==> config.mk <==
export PLATFORM = sky130hd
export DESIGN_NAME = mem_access_stage
export DESIGN_NICKNAME = d
export VERILOG_FILES = /design/src/rtl/mips_pkg.sv /design/src/rtl/mem_wb_reg.sv /design/src/rtl/mem_access_stage.sv
export SDC_FILE = /design/constraint.sdc
export NUM_CORES = 1
export LEC_CHECK = 0
export ABC_CLOCK_PERIOD_IN_PS = 3650
export CORE_MARGIN = 1.5
export CORE_UTILIZATION = 35
export CTS_CLUSTER_SIZE = 14
export DETAILED_ROUTE_END_ITERATION = 6
export GPL_TIMING_DRIVEN = 0
export PLACE_DENSITY = 0.83
export SLEW_MARGIN = 0
export SYNTH_ARGS = -nofsm -noshare
export SYNTH_HDL_FRONTEND = slang
export SYNTH_SLANG_ARGS = --single-unit
==> constraint.sdc <==
create_clock -name clk -period 3.65 [get_ports clk]
set_input_delay 0.9125 -clock clk [delete_from_list [all_inputs] [get_ports clk]]
set_output_delay 0.9125 -clock clk [all_outputs]
set_load 0.1 [all_outputs]
==> src/rtl/mips_pkg.sv <==
// Shared types and helpers for the MIPS pipeline slice: FSM state encoding,
// default widths, the MEM/WB payload layout and the word-alignment test.
package mips_pkg;

  localparam int MIPS_DATA_W = 32;
  localparam int MIPS_REG_W  = 5;
  localparam int CNT_W       = 8;

  typedef enum logic {
    IDLE = 1'b0,
    WAIT = 1'b1
  } state_t;

  typedef struct packed {
    logic                   reg_write;
    logic                   memto_reg;
    logic [MIPS_DATA_W-1:0] alu_result;
    logic [MIPS_DATA_W-1:0] read_data;
    logic [MIPS_REG_W-1:0]  write_reg;
  } memwb_t;

  function automatic logic is_word_aligned(input logic [1:0] addr_lsb);
    return (addr_lsb == 2'b00);
  endfunction

endpackage

==> src/rtl/mem_wb_reg.sv <==
// MEM/WB pipeline register. A bubble clears the writeback controls and the
// load data so the squashed instruction has no architectural effect.
module mem_wb_reg #(
  parameter int DATA_W = 32,
  parameter int REG_W  = 5
) (
  input  logic              clk,
  input  logic              rst_n,
  input  logic              bubble_i,
  input  logic              reg_write_i,
  input  logic              memto_reg_i,
  input  logic [DATA_W-1:0] alu_result_i,
  input  logic [DATA_W-1:0] read_data_i,
  input  logic [REG_W-1:0]  write_reg_i,
  output logic              reg_write_o,
  output logic              memto_reg_o,
  output logic [DATA_W-1:0] alu_result_o,
  output logic [DATA_W-1:0] read_data_o,
  output logic [REG_W-1:0]  write_reg_o
);

  logic              reg_write_q;
  logic              memto_reg_q;
  logic [DATA_W-1:0] alu_result_q;
  logic [DATA_W-1:0] read_data_q;
  logic [REG_W-1:0]  write_reg_q;

  always_ff @(posedge clk or negedge rst_n) begin
    if (!rst_n) begin
      reg_write_q  <= 1'b0;
      memto_reg_q  <= 1'b0;
      alu_result_q <= '0;
      read_data_q  <= '0;
      write_reg_q  <= '0;
    end else begin
      reg_write_q  <= reg_write_i & ~bubble_i;
      memto_reg_q  <= memto_reg_i & ~bubble_i;
      alu_result_q <= alu_result_i;
      read_data_q  <= bubble_i ? '0 : read_data_i;
      write_reg_q  <= write_reg_i;
    end
  end

  assign reg_write_o  = reg_write_q;
  assign memto_reg_o  = memto_reg_q;
  assign alu_result_o = alu_result_q;
  assign read_data_o  = read_data_q;
  assign write_reg_o  = write_reg_q;

endmodule

==> src/rtl/mem_access_stage.sv <==
// MEM stage: data-memory access over a req/ack handshake, upstream stall,
// alignment and wait-timeout faults, and the MEM/WB pipeline register.
module mem_access_stage
  import mips_pkg::*;
#(
  parameter int DATA_W   = MIPS_DATA_W,
  parameter int REG_W    = MIPS_REG_W,
  parameter int MAX_WAIT = 15
) (
  input  logic              clk,
  input  logic              rst_n,
  input  logic              RegWrite,
  input  logic              MemtoReg,
  input  logic              MemWrite,
  input  logic              MemRead,
  input  logic [DATA_W-1:0] ALUresult,
  input  logic [DATA_W-1:0] writedata,
  input  logic [REG_W-1:0]  writeReg,
  output logic              mem_req,
  output logic              mem_we,
  output logic [DATA_W-1:0] mem_addr,
  output logic [DATA_W-1:0] mem_wdata,
  input  logic [DATA_W-1:0] mem_rdata,
  input  logic              mem_ack,
  output logic              stall,
  output logic              mem_err,
  output logic              RegWriteoutput,
  output logic              MemtoRegoutput,
  output logic [DATA_W-1:0] ALUresultoutput,
  output logic [DATA_W-1:0] readdataoutput,
  output logic [REG_W-1:0]  writeRegoutput
);

  localparam logic [CNT_W-1:0] MAX_WAIT_C = CNT_W'(MAX_WAIT);

  state_t            state_q, state_d;
  logic [CNT_W-1:0]  cnt_q, cnt_d;
  logic              err_q, err_d;

  logic              access;
  logic              aligned;
  logic              req_c;
  logic              stall_c;
  logic              bubble;
  logic [DATA_W-1:0] ld_data;
  logic [DATA_W-1:0] rdata_sel;

  assign access  = MemRead | MemWrite;
  assign aligned = is_word_aligned(ALUresult[1:0]);
  // A store wins when both MemRead and MemWrite are set, so it returns no data.
  assign ld_data = MemWrite ? '0 : mem_rdata;

  always_comb begin
    state_d   = state_q;
    cnt_d     = cnt_q;
    req_c     = 1'b0;
    stall_c   = 1'b0;
    bubble    = 1'b0;
    err_d     = 1'b0;
    rdata_sel = '0;
    case (state_q)
      IDLE: begin
        if (access) begin
          if (!aligned) begin
            bubble = 1'b1;
            err_d  = 1'b1;
          end else begin
            req_c = 1'b1;
            if (mem_ack) begin
              rdata_sel = ld_data;
            end else begin
              stall_c = 1'b1;
              bubble  = 1'b1;
              state_d = WAIT;
              cnt_d   = CNT_W'(1);
            end
          end
        end
      end
      WAIT: begin
        req_c = 1'b1;
        if (mem_ack) begin
          rdata_sel = ld_data;
          state_d   = IDLE;
          cnt_d     = '0;
        end else if (cnt_q < MAX_WAIT_C) begin
          stall_c = 1'b1;
          bubble  = 1'b1;
          cnt_d   = cnt_q + CNT_W'(1);
        end else begin
          // Timeout: drop the request and release upstream in the same cycle.
          req_c   = 1'b0;
          bubble  = 1'b1;
          err_d   = 1'b1;
          state_d = IDLE;
          cnt_d   = '0;
        end
      end
      default: begin
        state_d = IDLE;
        cnt_d   = '0;
      end
    endcase
  end

  always_ff @(posedge clk or negedge rst_n) begin
    if (!rst_n) begin
      state_q <= IDLE;
      cnt_q   <= '0;
      err_q   <= 1'b0;
    end else begin
      state_q <= state_d;
      cnt_q   <= cnt_d;
      err_q   <= err_d;
    end
  end

  // Gating with rst_n makes req/stall fall the instant reset asserts,
  // even while EX/MEM still presents an access.
  assign mem_req   = rst_n & req_c;
  assign stall     = rst_n & stall_c;
  assign mem_we    = MemWrite;
  assign mem_addr  = ALUresult;
  assign mem_wdata = writedata;
  assign mem_err   = err_q;

  mem_wb_reg #(
    .DATA_W (DATA_W),
    .REG_W  (REG_W)
  ) u_mem_wb_reg (
    .clk          (clk),
    .rst_n        (rst_n),
    .bubble_i     (bubble),
    .reg_write_i  (RegWrite),
    .memto_reg_i  (MemtoReg),
    .alu_result_i (ALUresult),
    .read_data_i  (rdata_sel),
    .write_reg_i  (writeReg),
    .reg_write_o  (RegWriteoutput),
    .memto_reg_o  (MemtoRegoutput),
    .alu_result_o (ALUresultoutput),
    .read_data_o  (readdataoutput),
    .write_reg_o  (writeRegoutput)
  );

endmodule

==> impl.org <==
** Placed design
- Timing analysis after detailed placement gives a worst setup slack of -0.584 ns.
- Routability Congestion :: 0.775
- Counting tap cells, the placed design contains a total of 541 instances.
- Post-detail-place hpwl :: 6620 um
- After detailed placement, the total cell area comes to 0.00529 mm^2.
- Buffers on Ports :: 214

** Timing
- Dividing the final minimum period by the clock period gives 98.0%.
- Setup violations remaining at the end of the flow were counted as 0.
- Number of endpoints with negative hold slack in the final report :: 0
- The final count of pins violating max slew came to 0.
- Fin Hold WS :: 0.415 ns
- Slew margin rel. :: 29.2%
- Post-route clock skew :: 0.00842 ns
- Unrepaired setup endpoints after global routing :: false
- In the final timing run, aggregate negative setup slack is 0 ns.
- Least setup slack across all paths after layout :: 0.0724 ns
- For this run, the top clock speed supported by timing is 280 MHz.
- For the pin with the worst max-slew slack, the measured transition is 1.06 ns.
- Final critical delay including setup and external delays :: 3.58 ns

** GRT
- The number of global-route vias before repair was 2384.
- Summed over all layers, the global routing overflow is 0.
- Number of antenna violations at the first check in global routing :: 0
- Entering global routing, the biggest net connects 70 pins.
- The first global-routing pass estimated 11800 um of wire.
- In the global route stage, overall resource usage came out at 17.6%.

** Logic synthesis
- When the netlist entered floorplanning its net count stood at 330.
- Leading post-synthesis cells by cell area :: sky130_fd_sc_hd__dfrtp_1, sky130_fd_sc_hd__buf_4, sky130_fd_sc_hd__and2_1
- Sequential cells were found to cover 67.8% of the synthesized design area.
- Number of cells produced by synthesis :: 221
- Among all flip-flop cells after synthesis, the most frequent one is sky130_fd_sc_hd__dfrtp_1.
- Counting flops with an async set or reset pin after synthesis yields a share of 100%.
- Area of the mapped netlist :: 0.00299 mm^2
- Yosys mapped a number of flops with a built-in enable equal to 0.
- The biggest area contributor in the post-synthesis netlist is sky130_fd_sc_hd__dfrtp_1.
- Mapped Avg Cell Area :: 13.5 um^2
- List of most frequent post-synthesis cells :: sky130_fd_sc_hd__dfrtp_1, sky130_fd_sc_hd__buf_4, sky130_fd_sc_hd__and2_1
- Cell with the most instances after synthesis :: sky130_fd_sc_hd__dfrtp_1
- Synthesis inferred 81 register bits.
- In this run the biggest area consumer among cell types represents 67.8% of the synthesized area.
- In this run, distinct cell masters in the synthesized netlist total 28.
- Count of synthesis-stage warnings from yosys :: 0

** Pwr
- After layout, the design draws a total of 2.60 mW.
- Share of total power consumed by net switching :: 36.9%
- Fraction of power consumed by combinational cells :: 33.4%
- Per report_power, the sequential group accounts for 36.7% of the total.
- Fraction of power consumed by the clock network :: 29.9%
- Summed over all cells, the static leakage comes to 2.51 nW.
- Net switching component of the power :: 959 uW
- The worst-case IR drop observed on VDD is 244 uV.
- Internal Dissipation :: 1.64 mW
- Total power per unit cell area :: 470 mW/mm^2

** Drt
- After detailed routing, the average wire length per cell comes to 14.8 um.
- Via count :: 2365
- The routed design has 8230 um of wire.
- The first detailed-routing pass took 4 iterations.
- DRC violation total after the first TritonRoute iteration :: 38
- In this run the remaining antenna-violating nets after routing total 0.
- Number of remaining DRC errors :: 0
- After detailed routing, the number of vias per cell comes to 4.25.

** Finish
- FF+latch area :: 0.00203 mm^2
- For this run, the share of the core covered by cells in the final layout is 67.0%.
- Relative area change from synthesis to final layout :: 85.1%
- The repair_antennas step left the layout with diodes totalling 0.
- The finished cells cover 0.00553 mm^2.
- Multi-input gate area :: 455 um^2
- Fraction of final layout cells with drive strength greater than 1 :: 20.4%
- The final layout contains 556 nets.
- The filler cells instantiated in the layout total 610.
- Non-Filler Instances :: 557

** Critical path
- Traced cell by cell, the critical path runs through clkdlybuf4s50_1 -> buf_4 -> clkdlybuf4s50_1.
- STA classifies the critical path startpoint as an input pin.
- The critical path contains buffers and inverters numbering 3 combined.
- Endpoint arrival time on the critical path :: 2.67 ns
- Critical Path Slowest Stage Cell :: sky130_fd_sc_hd__clkdlybuf4s50_1
- In this design, the stage delay of the slowest critical-path cell is 1.11 ns.
- Worst EP required :: 2.74 ns
- Top cell by count, worst path :: sky130_fd_sc_hd__clkdlybuf4s50_1
- Setup Crit Path Kind :: input pin to primary output
- Of all nets on the critical path, the largest fanout is 3.
- Nature of the critical path endpoint :: primary output
- In this design, the largest share of critical-path delay is due to buffers and inverters.

** Clocking
- Gates resized during post-CTS repair numbered 8.
- Post-CTS Hold Fix Bufs :: 0
- In this run the deepest clock path goes through 2 buffers.
- TritonCTS built the clock tree.
- CTS Buf Count :: 9
- Root Buffer :: sky130_fd_sc_hd__clkbuf_8
- The clock tree synthesis step divided the H-tree into 3 levels.
- The tree built by TritonCTS fans out to 81 sinks.
- Clk slew on worst S/H paths :: 0.08 ns
- For the worst-skew pair, the clock arrives at the later sink with an insertion delay of 0.34 ns.
- Setup repair bufs after CTS :: 0

** Floorplan
- Once the floorplan was initialized, standard cells occupied 36.2% of the core.
- The floorplan step defined a die boundary enclosing 0.00910 mm^2.
- 247 I/O pins were placed.
- After floorplanning, the core was sized to cover 0.00826 mm^2.
- Vertical extent of the die :: 95.4 um
- The floorplan has 33 rows.
- Die width :: 95.4 um

** Run status
- The flow ran to the end, and the final reports show no timing, DRC or antenna violations.

** Min path
- The path class of the tightest hold or removal check is input pin to asynchronous set/reset pin.

** Run
- The tool flagged a number of max-cap violations equal to 0.
## registers in the layout, summed over array words and instances (netlist names)
signal                     flops
state_q                        1
u_mem_wb_reg.write_reg_o       5
u_mem_wb_reg.reg_write_o       1
u_mem_wb_reg.alu_result_o     32
mem_err                        1
u_mem_wb_reg.read_data_o      32
cnt_q                          8
u_mem_wb_reg.memto_reg_o       1
## cell type report
class / count / share of cell area (%)
buffer: 69 / 9.12
clock buffer: 9 / 2.24
clock inverter: 7 / 2.13
inverter: 2 / 0.136
multi-input combinational: 69 / 8.24
sequential: 81 / 36.7
tap: 105 / 2.38
timing repair buffer: 215 / 39.1
## layer usage
metal / track usage [%] / vias to the layer above / part of all wire (%)
met3: 6.54 / 9 / 9.9
met2: 31.4 / 152 / 54
li1: - / 1085 / -
met4: 6.74 / 0 / 2.1
met5: 0 / - / 0
met1: 18.8 / 1119 / 34
## power by group through the flow
stage               sequential, mW  combinational, mW  clock (mW)
finish                       0.954              0.867       0.777
global route                 0.959              0.895       0.842
CTS                          0.953              0.873       0.801
detailed placement           0.971              0.870           0
global placement             0.969              0.859           0
floorplan                     1.20              0.382           0
## final timing paths
kind | slack [ns] | cells past startpoint | endpoint | from
worst max-delay path | 0.07 | 3 | mem_addr[0] | ALUresult[0]
worst min-delay path | 0.42 | 1 | u_mem_wb_reg.read_data_o[6] | rst_n
worst max register to register | 1.93 | 5 | u_mem_wb_reg.read_data_o[7] | state_q
worst min register to register | 0.50 | 1 | cnt_q[6] | cnt_q[6]
max in group asynchronous | 2.63 | 2 | u_mem_wb_reg.read_data_o[18] | rst_n
min in group clk | 0.50 | 1 | cnt_q[6] | cnt_q[6]
## placed cells by master (no fill, tap or decap), types with 3 or more instances in the layout
cell type,netlist,routed
sky130_fd_sc_hd__clkdlybuf4s50_1,0,211
sky130_fd_sc_hd__dfrtp_1,81,81
sky130_fd_sc_hd__buf_4,65,66
sky130_fd_sc_hd__and2_1,36,36
sky130_fd_sc_hd__clkbuf_8,0,9
sky130_fd_sc_hd__o21ai_0,5,5
sky130_fd_sc_hd__nor2_1,4,4
sky130_fd_sc_hd__clkbuf_1,3,3
sky130_fd_sc_hd__bufinv_16,0,3
## cells by family (layout without fill, tap and decap cells)
kind of cell	after synthesis	count (layout)	share of synthesized area, %
flops	81	81	67.8
buf+inv	71	302	17.1
compound gates	16	16	3.81
simple gates	52	52	10.8
fa+ha+maj	1	1	0.419
Power figures use the tool's default switching activity.
